<file path="src/rtl/avl_arbiter_pkg.sv">
// Shared types for the two-agent Avalon-MM arbiter: bus word, byte-enable nibble
// and the owner encoding visible on the owner port.
package avl_arbiter_pkg;

    typedef logic [31:0] word_t;
    typedef logic [3:0]  nibble_t;

    typedef enum logic [1:0] {
        OWN_NONE = 2'b00,
        OWN_INSN = 2'b01,
        OWN_DATA = 2'b10
    } owner_e;

    localparam nibble_t BE_ALL = 4'b1111;

endpackage

</file>
<file path="src/rtl/avl_arbiter_if.sv">
// Bundle of the instruction agent, data agent and shared host Avalon-MM signals.
// slave is the arbiter's view; master is the surrounding agents and host.
interface avl_arbiter_if;
    import avl_arbiter_pkg::*;

    word_t   i_address;
    logic    i_read;
    word_t   i_readdata;
    logic    i_waitrequest;

    word_t   d_address;
    logic    d_read;
    logic    d_write;
    word_t   d_writedata;
    nibble_t d_byteenable;
    word_t   d_readdata;
    logic    d_waitrequest;

    word_t   m_address;
    logic    m_read;
    logic    m_write;
    word_t   m_writedata;
    nibble_t m_byteenable;
    word_t   m_readdata;
    logic    m_waitrequest;

    modport slave (
        input  i_address, i_read,
        output i_readdata, i_waitrequest,
        input  d_address, d_read, d_write, d_writedata, d_byteenable,
        output d_readdata, d_waitrequest,
        output m_address, m_read, m_write, m_writedata, m_byteenable,
        input  m_readdata, m_waitrequest
    );

    modport master (
        output i_address, i_read,
        input  i_readdata, i_waitrequest,
        output d_address, d_read, d_write, d_writedata, d_byteenable,
        input  d_readdata, d_waitrequest,
        input  m_address, m_read, m_write, m_writedata, m_byteenable,
        output m_readdata, m_waitrequest
    );

endinterface

</file>
<file path="src/rtl/avl_arb_prio.sv">
// Priority decision: data normally wins, but after STARVE_LIMIT consecutive data
// grants with insn waiting, insn is forced through.
module avl_arb_prio #(
    parameter int unsigned STARVE_LIMIT = 4
) (
    input  logic clk,
    input  logic rst_n,
    input  logic i_req,
    input  logic d_req,
    input  logic grant_i,
    input  logic grant_d,
    output logic insn_wins
);

    localparam logic [2:0] LIMIT = 3'(STARVE_LIMIT);

    logic [2:0] starve_cnt;

    always_ff @(posedge clk or negedge rst_n) begin
        if (!rst_n) begin
            starve_cnt <= '0;
        end else if (grant_i) begin
            starve_cnt <= '0;
        end else if (grant_d && i_req && starve_cnt != LIMIT) begin
            starve_cnt <= starve_cnt + 3'd1;
        end
    end

    assign insn_wins = i_req && (!d_req || starve_cnt == LIMIT);

endmodule

</file>
<file path="src/rtl/avl_arbiter.sv">
// Two-agent Avalon-MM arbiter onto one host port; one transfer outstanding,
// host-side request signals are registered at grant time.
module avl_arbiter
    import avl_arbiter_pkg::*;
#(
    parameter int unsigned STARVE_LIMIT = 4
) (
    input  logic          clk,
    input  logic          rst_n,
    avl_arbiter_if.slave  bus,
    output logic [1:0]    owner
);

    typedef enum logic [1:0] {
        IDLE   = 2'b00,
        BUSY_I = 2'b01,
        BUSY_D = 2'b10
    } state_e;

    state_e state, state_nxt;
    logic   i_req, d_req, insn_wins, grant_i, grant_d, done;

    assign i_req = bus.i_read;
    assign d_req = bus.d_read | bus.d_write;
    assign done  = (state != IDLE) && !bus.m_waitrequest;

    avl_arb_prio #(.STARVE_LIMIT(STARVE_LIMIT)) u_prio (
        .clk       (clk),
        .rst_n     (rst_n),
        .i_req     (i_req),
        .d_req     (d_req),
        .grant_i   (grant_i),
        .grant_d   (grant_d),
        .insn_wins (insn_wins)
    );

    always_ff @(posedge clk or negedge rst_n) begin
        if (!rst_n) state <= IDLE;
        else        state <= state_nxt;
    end

    always_comb begin
        state_nxt = state;
        grant_i   = 1'b0;
        grant_d   = 1'b0;
        case (state)
            IDLE: begin
                if (insn_wins) begin
                    state_nxt = BUSY_I;
                    grant_i   = 1'b1;
                end else if (d_req) begin
                    state_nxt = BUSY_D;
                    grant_d   = 1'b1;
                end
            end
            BUSY_I, BUSY_D: if (!bus.m_waitrequest) state_nxt = IDLE;
            default:        state_nxt = IDLE;
        endcase
    end

    always_comb begin
        owner             = OWN_NONE;
        bus.i_waitrequest = 1'b1;
        bus.d_waitrequest = 1'b1;
        case (state)
            BUSY_I: begin
                owner             = OWN_INSN;
                bus.i_waitrequest = bus.m_waitrequest;
            end
            BUSY_D: begin
                owner             = OWN_DATA;
                bus.d_waitrequest = bus.m_waitrequest;
            end
            default: ;
        endcase
    end

    assign bus.i_readdata = bus.m_readdata;
    assign bus.d_readdata = bus.m_readdata;

    // Writedata is left untouched on insn grants so it keeps its last value.
    always_ff @(posedge clk or negedge rst_n) begin
        if (!rst_n) begin
            bus.m_address    <= '0;
            bus.m_read       <= 1'b0;
            bus.m_write      <= 1'b0;
            bus.m_writedata  <= '0;
            bus.m_byteenable <= '0;
        end else if (grant_i) begin
            bus.m_address    <= bus.i_address;
            bus.m_read       <= 1'b1;
            bus.m_write      <= 1'b0;
            bus.m_byteenable <= BE_ALL;
        end else if (grant_d) begin
            bus.m_address    <= bus.d_address;
            bus.m_read       <= bus.d_read & ~bus.d_write;
            bus.m_write      <= bus.d_write;
            bus.m_writedata  <= bus.d_writedata;
            bus.m_byteenable <= bus.d_byteenable;
        end else if (done) begin
            bus.m_read  <= 1'b0;
            bus.m_write <= 1'b0;
        end
    end

endmodule
</file>
<file path="src/flat_wrapper.sv">
// flat-port wrapper written by rule: the top's interface ports become plain ports
module avl_arbiter_flat import avl_arbiter_pkg::*;
#(
    parameter int unsigned STARVE_LIMIT = 4
)
  (clk, rst_n, owner, bus_i_address, bus_i_read, bus_i_readdata, bus_i_waitrequest, bus_d_address, bus_d_read, bus_d_write, bus_d_writedata, bus_d_byteenable, bus_d_readdata, bus_d_waitrequest, bus_m_address, bus_m_read, bus_m_write, bus_m_writedata, bus_m_byteenable, bus_m_readdata, bus_m_waitrequest);
  avl_arbiter_if bus_i ();
  input  logic clk;
  input  logic rst_n;
  output logic [1:0] owner;
  input wire logic [$bits(bus_i.i_address)-1:0] bus_i_address;
  input wire logic [$bits(bus_i.i_read)-1:0] bus_i_read;
  output wire logic [$bits(bus_i.i_readdata)-1:0] bus_i_readdata;
  output wire logic [$bits(bus_i.i_waitrequest)-1:0] bus_i_waitrequest;
  input wire logic [$bits(bus_i.d_address)-1:0] bus_d_address;
  input wire logic [$bits(bus_i.d_read)-1:0] bus_d_read;
  input wire logic [$bits(bus_i.d_write)-1:0] bus_d_write;
  input wire logic [$bits(bus_i.d_writedata)-1:0] bus_d_writedata;
  input wire logic [$bits(bus_i.d_byteenable)-1:0] bus_d_byteenable;
  output wire logic [$bits(bus_i.d_readdata)-1:0] bus_d_readdata;
  output wire logic [$bits(bus_i.d_waitrequest)-1:0] bus_d_waitrequest;
  output wire logic [$bits(bus_i.m_address)-1:0] bus_m_address;
  output wire logic [$bits(bus_i.m_read)-1:0] bus_m_read;
  output wire logic [$bits(bus_i.m_write)-1:0] bus_m_write;
  output wire logic [$bits(bus_i.m_writedata)-1:0] bus_m_writedata;
  output wire logic [$bits(bus_i.m_byteenable)-1:0] bus_m_byteenable;
  input wire logic [$bits(bus_i.m_readdata)-1:0] bus_m_readdata;
  input wire logic [$bits(bus_i.m_waitrequest)-1:0] bus_m_waitrequest;
  assign bus_i.i_address = bus_i_address;
  assign bus_i.i_read = bus_i_read;
  assign bus_i_readdata = bus_i.i_readdata;
  assign bus_i_waitrequest = bus_i.i_waitrequest;
  assign bus_i.d_address = bus_d_address;
  assign bus_i.d_read = bus_d_read;
  assign bus_i.d_write = bus_d_write;
  assign bus_i.d_writedata = bus_d_writedata;
  assign bus_i.d_byteenable = bus_d_byteenable;
  assign bus_d_readdata = bus_i.d_readdata;
  assign bus_d_waitrequest = bus_i.d_waitrequest;
  assign bus_m_address = bus_i.m_address;
  assign bus_m_read = bus_i.m_read;
  assign bus_m_write = bus_i.m_write;
  assign bus_m_writedata = bus_i.m_writedata;
  assign bus_m_byteenable = bus_i.m_byteenable;
  assign bus_i.m_readdata = bus_m_readdata;
  assign bus_i.m_waitrequest = bus_m_waitrequest;
  avl_arbiter #(.STARVE_LIMIT(STARVE_LIMIT)) u_core (.clk(clk), .rst_n(rst_n), .bus(bus_i), .owner(owner));
endmodule
</file>
<file path="config.mk">
export PLATFORM = sky130hd
export DESIGN_NAME = avl_arbiter_flat
export DESIGN_NICKNAME = d
export VERILOG_FILES = /design/src/rtl/avl_arbiter_pkg.sv /design/src/rtl/avl_arbiter_if.sv /design/src/rtl/avl_arb_prio.sv /design/src/rtl/avl_arbiter.sv /design/src/flat_wrapper.sv
export SDC_FILE = /design/constraint.sdc
export NUM_CORES = 1
export LEC_CHECK = 0
export CORE_AREA = 2 2 107 109
export CTS_BUF_LIST = sky130_fd_sc_hd__clkbuf_8
export CTS_CLUSTER_DIAMETER = 50
export DETAILED_ROUTE_END_ITERATION = 10
export DIE_AREA = 0 0 109 111
export PLACE_DENSITY = 0.83
export REMOVE_ABC_BUFFERS = 1
export SLEW_MARGIN = 20
export SYNTH_ARGS = -nofsm -noshare
export SYNTH_HDL_FRONTEND = slang
export SYNTH_SLANG_ARGS = --single-unit
</file>
<file path="constraint.sdc">
create_clock -name clk -period 4.2 [get_ports clk]
set_input_delay 0.63 -clock clk [delete_from_list [all_inputs] [get_ports clk]]
set_output_delay 0.63 -clock clk [all_outputs]
set_load 0.01 [all_outputs]
</file>
==> results of run 1 <==
[worst max-delay path by stage]
stage	to	from	cells after the start	slack, ps
6_report	u_core.bus.m_writedata[17]	bus_d_write	4	1660
5_1_grt	u_core.bus.m_writedata[17]	u_core.state[1]	5	1590
4_1_cts	u_core.bus.m_writedata[17]	bus_d_write	4	1690
3_5_place_dp	u_core.bus.m_writedata[0]	bus_d_write	4	1300
3_3_place_gp	u_core.bus.m_writedata[0]	bus_d_write	4	1360
2_1_floorplan	u_core.bus.m_writedata[0]	u_core.state[0]	5	2070
[state kept, by name, indices dropped and copies added, names as in the netlist]
register and cells:
u_core.bus.m_byteenable 4, u_core.bus.m_writedata 32, u_core.bus.m_address 32, u_core.bus.m_read 1
u_core.state 2, u_core.bus.m_write 1, u_core.u_prio.starve_cnt 3
[routing by layer]
| layer | vias to the layer above | part of all wire | wire length (um) |
|---|---|---|---|
| li1 | 1463 | - | - |
| met1 | 1550 | 0.41 | 5054 |
| met2 | 288 | 0.40 | 4876 |
| met3 | 15 | 0.18 | 2160 |
| met4 | 2 | 0.013 | 164 |
| met5 | - | 0.0050 | 62 |
[worst max-delay path, cell delays in order]
cell             delay (ps)
clkdlybuf4s50_1         700
o21ai_2                 130
a31oi_4                 850
mux2_2                  420
[power groups by stage]
stage	logic, W	registers [W]	clock network [W]
floorplan	0.000776	0.00144	0
CTS	0.00203	0.00129	0.000709
finish	0.00201	0.00129	0.000688
global placement	0.00197	0.00129	0
detailed placement	0.00202	0.00131	0
global route	0.00218	0.00134	0.000742
[per-stage QoR]
step           hold slack (ps)  setup WS (ps)  total power [W]
2_1_floorplan            334.4           2073         0.002219
6_report                 435.4           1661         0.003989
5_1_grt                  501.9           1592         0.004257
3_5_place_dp             476.9           1305         0.003332
3_3_place_gp             466.7           1358         0.003256
4_1_cts                  458.4           1688         0.004036
[cell usage in the layout, fill, tap and decap left out, types with 2 or more instances in the layout]
cell type        netlist  final
o21ai_0               34     34
dfrtp_1               75     75
mux2_2                17     17
nand3_1                5      5
nand2_1               16     16
mux2_1                15     15
clkinv_4               0      2
clkbuf_8               0     10
a31oi_1               32     32
o21ai_2                2      2
buf_4                 70      6
ha_1                   7      7
nor2_1                32     32
bufinv_16              0      3
a21oi_1               32     32
inv_1                  5      5
clkdlybuf4s50_1        0    178
[kinds of logic (layout without fill, tap and decap cells)]
family | count (synthesis) | in the layout | share of synthesized area
AOI/OAI and AO/OA | 110 | 110 | 0.1695
buffers and inverters | 96 | 205 | 0.1796
DFF | 75 | 75 | 0.4733
and+or+nand+nor | 58 | 58 | 0.06217
muxes | 33 | 33 | 0.09340
adders and majority gates | 7 | 7 | 0.02209
[layout make-up]
type	count	area [um2]	area share
clock inverters	6	112.6	0.02037
repair buffers	184	1827	0.3305
well taps	143	178.9	0.03237
multi-input cells	208	1376	0.2490
inverters	5	18.77	0.003395
clock buffers	10	137.6	0.02490
flip-flops and latches	75	1877	0.3395
==> impl_metrics.ini, run 1 <==
[global_route]
antenna_found_initial = 0
use_met2 = 0.2600
grt_max_degree = 76
grt_overflow_total = 0
grt_use_total = 0.1992
grt_first_pass_wirelength_um = 18470
use_met3 = 0.1358
busiest_layer = met2
grt_pass1_vias = 3352
grt.met1_usage = 0.2573

[route]
drt-wirelength-per-cell_um = 19.52
final_antenna_net_count = 0
drt_first_pass_iters = 5
wirelength_um = 12320
drc = 0
vias = 3318
vias_per_cell = 5.258
drt_iter0_markers = 226

[synthesis]
synth_edf_count = 0
synth_top_area_frac = 0.4733
synthTopCellsByCount = dfrtp_1 (75), buf_4 (70), o21ai_0 (34)
synthFlopType = dfrtp_1
synth_cells = 379
syn_area_um2 = 3965
yosysTopAreaCell = dfrtp_1
synth-async-reset-ratio = 1.000
synth_area_leaders = dfrtp_1 (47%), buf_4 (13%), a31oi_1 (5.0%)
yosysWarnings = 0
avgSynthCellArea_um2 = 10.46
synth.most_common_cell = dfrtp_1
synth_seq_cells = 75
ys_seq_area_frac = 0.4733
yosysUniqueCellTypes = 32

[sta]
setup_tns_ps = 0
finalSetupViolations = 0
slew_violations = 0
grt_setup_unrepaired = no
min_period_over_period = 0.6045
finalCriticalPeriod_ps = 2539
worstMarginPinSlew_ps = 1071
skew_ps = 10.55
hold_viol_final = 0
max_freq_mhz = 393.9
slew_headroom = 0.2858

[clock_network]
clk_latency_ps = 350
cts_root_buffer = clkbuf_8
cts_tree = built
post_cts_buffers = 0
cts.sink_count = 75
clockBufferDepth = 2
numCtsBuffers = 9
cts-htree-levels = 3
cts.hold.buffers_added = 0
clkTransAtPathRegs_ps = 90
post_cts_resized = 0

[power]
p_sw_frac = 0.3547
p_int_w = 0.002574
netSwitchingPower_w = 0.001415
power.density_nw_per_um2 = 721.5
p_leak_nw = 2.211
irDropWorstVdd_uv = 321.3
power_frac_seq = 0.324
power_frac_comb = 0.504
clkPwrFrac = 0.172

[cells_and_area]
nets = 628
diodes = 0
area_growth_pct = 39.41
drive_gt1_frac = 0.09631
fill_cells = 962
final_cells = 631
fin_area_um2 = 5528
post-route-util = 0.4990

[critical_path]
required_ps = 4420
cp.arrival_ps = 2760
cp-start-kind = input pin
r2r_cells = 5
r2r-end = u_core.bus.m_writedata[17]
crit_path_max_fanout = 33
r2r_start = u_core.state[0]
cp-end-kind = flip-flop
timing_worst_setup_path_type = input pin to flip-flop
reg2reg_slack_ps = 1720

[place]
port_buffers = 179
post-dp-hpwl_um = 8866
place_area_um2 = 5278
place_inst = 615
place.gp.congestion = 0.7406

[floorplanning]
die_y_um = 111
core_area_um2 = 11080
dieArea_um2 = 12100
pin_count = 276
start_util = 0.3580
fp.dieW_um = 109
placementRows = 39

[run]
cap_viol_max_count = 0

[min_path]
hold_class = input pin to asynchronous set/reset pin

[status]
status = completed
Power figures use the tool's default switching activity.
==> run 2, diff against run 1 <==
--- a/config.mk
+++ b/config.mk
@@ -5,12 +5,12 @@
 export SDC_FILE = /design/constraint.sdc
 export NUM_CORES = 1
 export LEC_CHECK = 0
-export CORE_AREA = 2 2 107 109
+export CORE_MARGIN = 1
+export CORE_UTILIZATION = 33
 export CTS_BUF_LIST = sky130_fd_sc_hd__clkbuf_8
 export CTS_CLUSTER_DIAMETER = 50
 export DETAILED_ROUTE_END_ITERATION = 10
-export DIE_AREA = 0 0 109 111
-export PLACE_DENSITY = 0.83
+export PLACE_DENSITY = 0.79
 export REMOVE_ABC_BUFFERS = 1
 export SLEW_MARGIN = 20
 export SYNTH_ARGS = -nofsm -noshare
==> constraint.sdc (replaced) <==
create_clock -name clk -period 2.1 [get_ports clk]
set_input_delay 0.315 -clock clk [delete_from_list [all_inputs] [get_ports clk]]
set_output_delay 0.315 -clock clk [all_outputs]
set_load 0.01 [all_outputs]
==> impl_metrics.ini, run 2 (synthesis results as in run 1) <==
[cells_and_area]
area_growth_pct = 40.68
nets = 638
fill_cells = 1069
diodes = 0
final_common_cell = clkdlybuf4s50_1
post-route-util = 0.4823
final_cell_mix = clkdlybuf4s50_1 (178), dfrtp_1 (75), o21ai_0 (34)
drive_gt1_frac = 0.1069
reg.largest.list = u_core.bus.m_address x32, u_core.bus.m_writedata x32, u_core.bus.m_byteenable x4

[route]
drt_iter0_markers = 206
drc = 17
vias = 3357
drt_first_pass_iters = 8
drt-wirelength-per-cell_um = 19.59
wirelength_um = 12520
vias_per_cell = 5.254
final_antenna_net_count = 0

[sta]
grt_setup_unrepaired = no
finalSetupViolations = 0
finalCriticalPeriod_ps = 1942
slew_headroom = 0.6475
min_period_over_period = 0.9245
hold_viol_final = 0
worstMarginPinSlew_ps = 528.8
skew_ps = 3.866
slew_violations = 0
setup_tns_ps = 0
max_freq_mhz = 515.1

[floorplanning]
fp.dieW_um = 111.6
core_area_um2 = 11560
die_y_um = 111.6
placementRows = 39
dieArea_um2 = 12460
start_util = 0.3429
pin_count = 276

[power]
irDropWorstVdd_uv = 540.9
power.density_nw_per_um2 = 1377
p_leak_nw = 2.244

[critical_path]
crit_path_max_fanout = 4
cp-start-kind = flip-flop
cp-end-kind = output pin
r2r_cells = 6
cp.arrival_ps = 1630
timing_worst_setup_path_type = flip-flop to output pin
r2r-end = u_core.bus.m_writedata[25]
required_ps = 1780
r2r_start = u_core.state[1]
reg2reg_slack_ps = 210

[clock_network]
cts-htree-levels = 3
cts_tree = built
numCtsBuffers = 9
cts.hold.buffers_added = 1
clkTransAtPathRegs_ps = 70
cts.sink_count = 75
clockBufferDepth = 2
cts_root_buffer = clkbuf_8
post_cts_buffers = 0
post_cts_resized = 0
clk_latency_ps = 350

[global_route]
antenna_found_initial = 0
grt_max_degree = 39
grt_overflow_total = 0
grt_first_pass_wirelength_um = 19400
grt_pass1_vias = 3385
grt_use_total = 0.2063

[min_path]
hold_class = input pin to asynchronous set/reset pin

[place]
post-dp-hpwl_um = 9615
port_buffers = 179
place.gp.congestion = 0.7725

[status]
status = finished, violations left
violations = DRC

[run]
cap_viol_max_count = 0
-- run 2: cell count changes in the layout (fill, tap and decap cells not counted), sizes merged --
| cell | before | now |
|---|---|---|
| clkinv | 3 | 4 |
| buf | 6 | 15 |
| inv | 5 | 6 |
| clkbuf | 10 | 9 |
| dlygate4sd3 | 0 | 1 |
| bufinv | 3 | 0 |
-- run 2: cell type report --
type                    count  area [um2]  area share
repair buffers            194        1979      0.3549
flip-flops and latches     75        1877      0.3365
multi-input cells         208        1376      0.2467
well taps                 143       178.9     0.03208
clock buffers               9       123.9     0.02221
clock inverters             5       23.77    0.004262
inverters                   5       18.77    0.003365
-- run 2: how the worst max path moves through the flow --
stage	start	to	slack (ps)
final	u_core.state[1]	bus_i_waitrequest	160
after CTS	u_core.state[0]	bus_d_waitrequest	130
after global placement	bus_d_read	u_core.bus.m_writedata[3]	230
after floorplan	u_core.state[0]	u_core.bus.m_writedata[0]	-30
after detailed placement	bus_i_read	u_core.bus.m_writedata[25]	150
after global routing	u_core.state[0]	bus_d_waitrequest	40
-- run 2: worst max-delay path, stage by stage, from the launching register on --
cell and delay [ps]:
dfrtp_1 400, inv_1 100, ha_1 180, nand2_1 50, clkdlybuf4s50_1 550
-- run 2: where the power goes --
group | leakage (nW) | internal (W) | total, W | switching (W)
clock | 0.0857 | 0.000403 | 0.000911 | 0.000508
sequential | 0.868 | 0.00217 | 0.00257 | 0.000399
combinational | 1.29 | 0.00231 | 0.00420 | 0.00189
total | 2.24 | 0.00489 | 0.00768 | 0.00280
-- run 2: routing by layer --
| metal | vias to the layer above | wire (um) | track usage |
|---|---|---|---|
| li1 | 1476 | - | - |
| met1 | 1585 | 5102 | 0.2469 |
| met2 | 272 | 5059 | 0.2808 |
| met3 | 22 | 2046 | 0.1426 |
| met4 | 2 | 247 | 0.07568 |
| met5 | - | 61 | 0.07451 |
-- run 2: stage by stage --
stage / hold WS (ps) / power (W) / worst slack [ps] / instance area, um2 / std cells
floorplan: 19.41 / 0.004438 / -26.67 / 3272 / 288
global placement: 317.1 / 0.006707 / 225.8 / 5420 / 624
detailed placement: 335.0 / 0.006840 / 152.6 / 5420 / 624
CTS: 490.1 / 0.007785 / 128.6 / 5578 / 639
global route: 507.8 / 0.008258 / 42.78 / 5578 / 639
finish: 480.1 / 0.007682 / 158.5 / 5578 / 639
==> run 3, diff against run 2 <==
--- a/config.mk
+++ b/config.mk
@@ -11,7 +11,6 @@
 export CTS_CLUSTER_DIAMETER = 50
 export DETAILED_ROUTE_END_ITERATION = 10
 export PLACE_DENSITY = 0.79
-export REMOVE_ABC_BUFFERS = 1
 export SLEW_MARGIN = 20
 export SYNTH_ARGS = -nofsm -noshare
 export SYNTH_HDL_FRONTEND = slang
==> impl_metrics.ini, run 3 (synthesis results as in run 1) <==
[sta]
finalCriticalPeriod_ps = 1982
worstMarginPinSlew_ps = 561.4
hold_viol_final = 0
setup_tns_ps = 0
fin_hold_ws_ps = 493.2
grt_setup_unrepaired = no
finalSetupViolations = 0
min_period_over_period = 0.9439
max_freq_mhz = 504.5
skew_ps = 9.967
slew_headroom = 0.6257
slew_violations = 0

[floorplanning]
core_area_um2 = 11560
start_util = 0.3429
placementRows = 39
fp.dieW_um = 111.6
pin_count = 276
die_y_um = 111.6
dieArea_um2 = 12460

[critical_path]
crit_start = u_core.state[0]
critPathMaxStageDelay_ps = 420
required_ps = 2340
cp-end-kind = flip-flop
crit_path_max_fanout = 10
cp_slowest_cell = dfrtp_1
cp-start-kind = flip-flop
timing_worst_setup_path_type = flip-flop to flip-flop
crit_chain = inv_1 > ha_1 > o21ai_2 > a31oi_4 > buf_4 > mux2_2
r2r_cells = 6
r2r-end = u_core.bus.m_writedata[15]
reg2reg_slack_ps = 120
r2r_start = u_core.state[0]
cp.arrival_ps = 2220

[cells_and_area]
final_cells = 645
area_growth_pct = 41.56
fill_cells = 1067
reg.largest.list = u_core.bus.m_address x32, u_core.bus.m_writedata x32, u_core.bus.m_byteenable x4
final_common_cell = clkdlybuf4s50_1
drive_gt1_frac = 0.1195
nets = 642
final_cell_mix = clkdlybuf4s50_1 (178), dfrtp_1 (75), o21ai_0 (34)
diodes = 0

[status]
status = finished, violations left
violations = DRC

[global_route]
grt_overflow_total = 0
grt_first_pass_wirelength_um = 17460
antenna_found_initial = 0
grt_pass1_vias = 3544
grt_max_degree = 45
grt_use_total = 0.1786

[power]
p_leak_nw = 2.261
power.density_nw_per_um2 = 1413
irDropWorstVdd_uv = 484.4

[synthesis]
syn_nets = 524

[clock_network]
cts_tree = built
cts.sink_count = 75
clkTransAtPathRegs_ps = 90
cts_root_buffer = clkbuf_8
post_cts_buffers = 0
post_cts_resized = 0
clk_latency_ps = 350
clockBufferDepth = 2
cts.hold.buffers_added = 1
numCtsBuffers = 9
cts-htree-levels = 3

[min_path]
hold_class = input pin to asynchronous set/reset pin

[route]
wirelength_um = 11180
vias = 3263
drt_iter0_markers = 206
drc = 20
final_antenna_net_count = 0
vias_per_cell = 5.059
drt_first_pass_iters = 9
drt-wirelength-per-cell_um = 17.33

[run]
cap_viol_max_count = 0

[place]
place.gp.congestion = 0.7727
place_inst = 628
post-dp-hpwl_um = 8262
port_buffers = 179
==> run 3: changes by cell type in the layout (fill, tap and decap cells not counted), sizes merged <==
| cell | change |
|---|---|
| buf | +4 |
| bufinv | +1 |
| clkbuf | +1 |
| clkinvlp | +1 |
| inv | -1 |
==> run 3: worst max-delay path by stage <==
stage	cells past startpoint	slack (ps)	to
5_1_grt	6	30	u_core.bus.m_writedata[15]
3_5_place_dp	6	120	u_core.bus.m_writedata[19]
6_report	6	120	u_core.bus.m_writedata[15]
2_1_floorplan	7	390	u_core.bus.m_writedata[0]
4_1_cts	4	100	bus_d_waitrequest
3_3_place_gp	6	220	u_core.bus.m_writedata[19]
==> run 3: where the power goes <==
| part | internal [W] | leakage (nW) | switching [W] |
|---|---|---|---|
| clock | 0.000582 | 0.102 | 0.000568 |
| combinational | 0.00228 | 1.29 | 0.00190 |
| sequential | 0.00217 | 0.868 | 0.000430 |
| total | 0.00503 | 2.26 | 0.00290 |
==> run 3: cell type report <==
| class | instances | area [um2] | share of cell area |
|---|---|---|---|
| Multi-Input combinational cell | 208 | 1376 | 0.2452 |
| Sequential cell | 75 | 1877 | 0.3344 |
| Clock inverter | 6 | 65.06 | 0.01159 |
| Timing Repair Buffer | 198 | 1959 | 0.3491 |
| Tap cell | 143 | 178.9 | 0.03188 |
| Clock buffer | 10 | 137.6 | 0.02452 |
| Inverter | 5 | 18.77 | 0.003344 |
==> run 3: per-stage QoR <==
step	utilization	setup slack, ps	cell area [um2]	total power [W]
after detailed placement	0.4669	122.4	5400	0.006844
after floorplan	-	390.7	3965	0.004831
after global routing	0.4853	31.72	5613	0.008454
after global placement	0.4669	223.0	5400	0.006719
after CTS	0.4853	96.04	5613	0.008047
final	0.4853	117.9	5613	0.007933
==> run 3: layer usage <==
layer / global-route usage / part of all wire / vias up
li1: - / - / 1483
met4: 0.1207 / 0.043 / 0
met3: 0.03484 / 0.076 / 60
met2: 0.3121 / 0.49 / 156
met5: 0 / 0 / -
met1: 0.1971 / 0.39 / 1564
==> run 3: critical path, delay by kind of cell, from the launching register on <==
kind,cells,cell delay [ps]
AO/OA/AOI/OAI,2,320
flip-flops,1,420
buffers and inverters,2,370
adder cells (fa/ha/maj),1,420
multiplexers,1,350
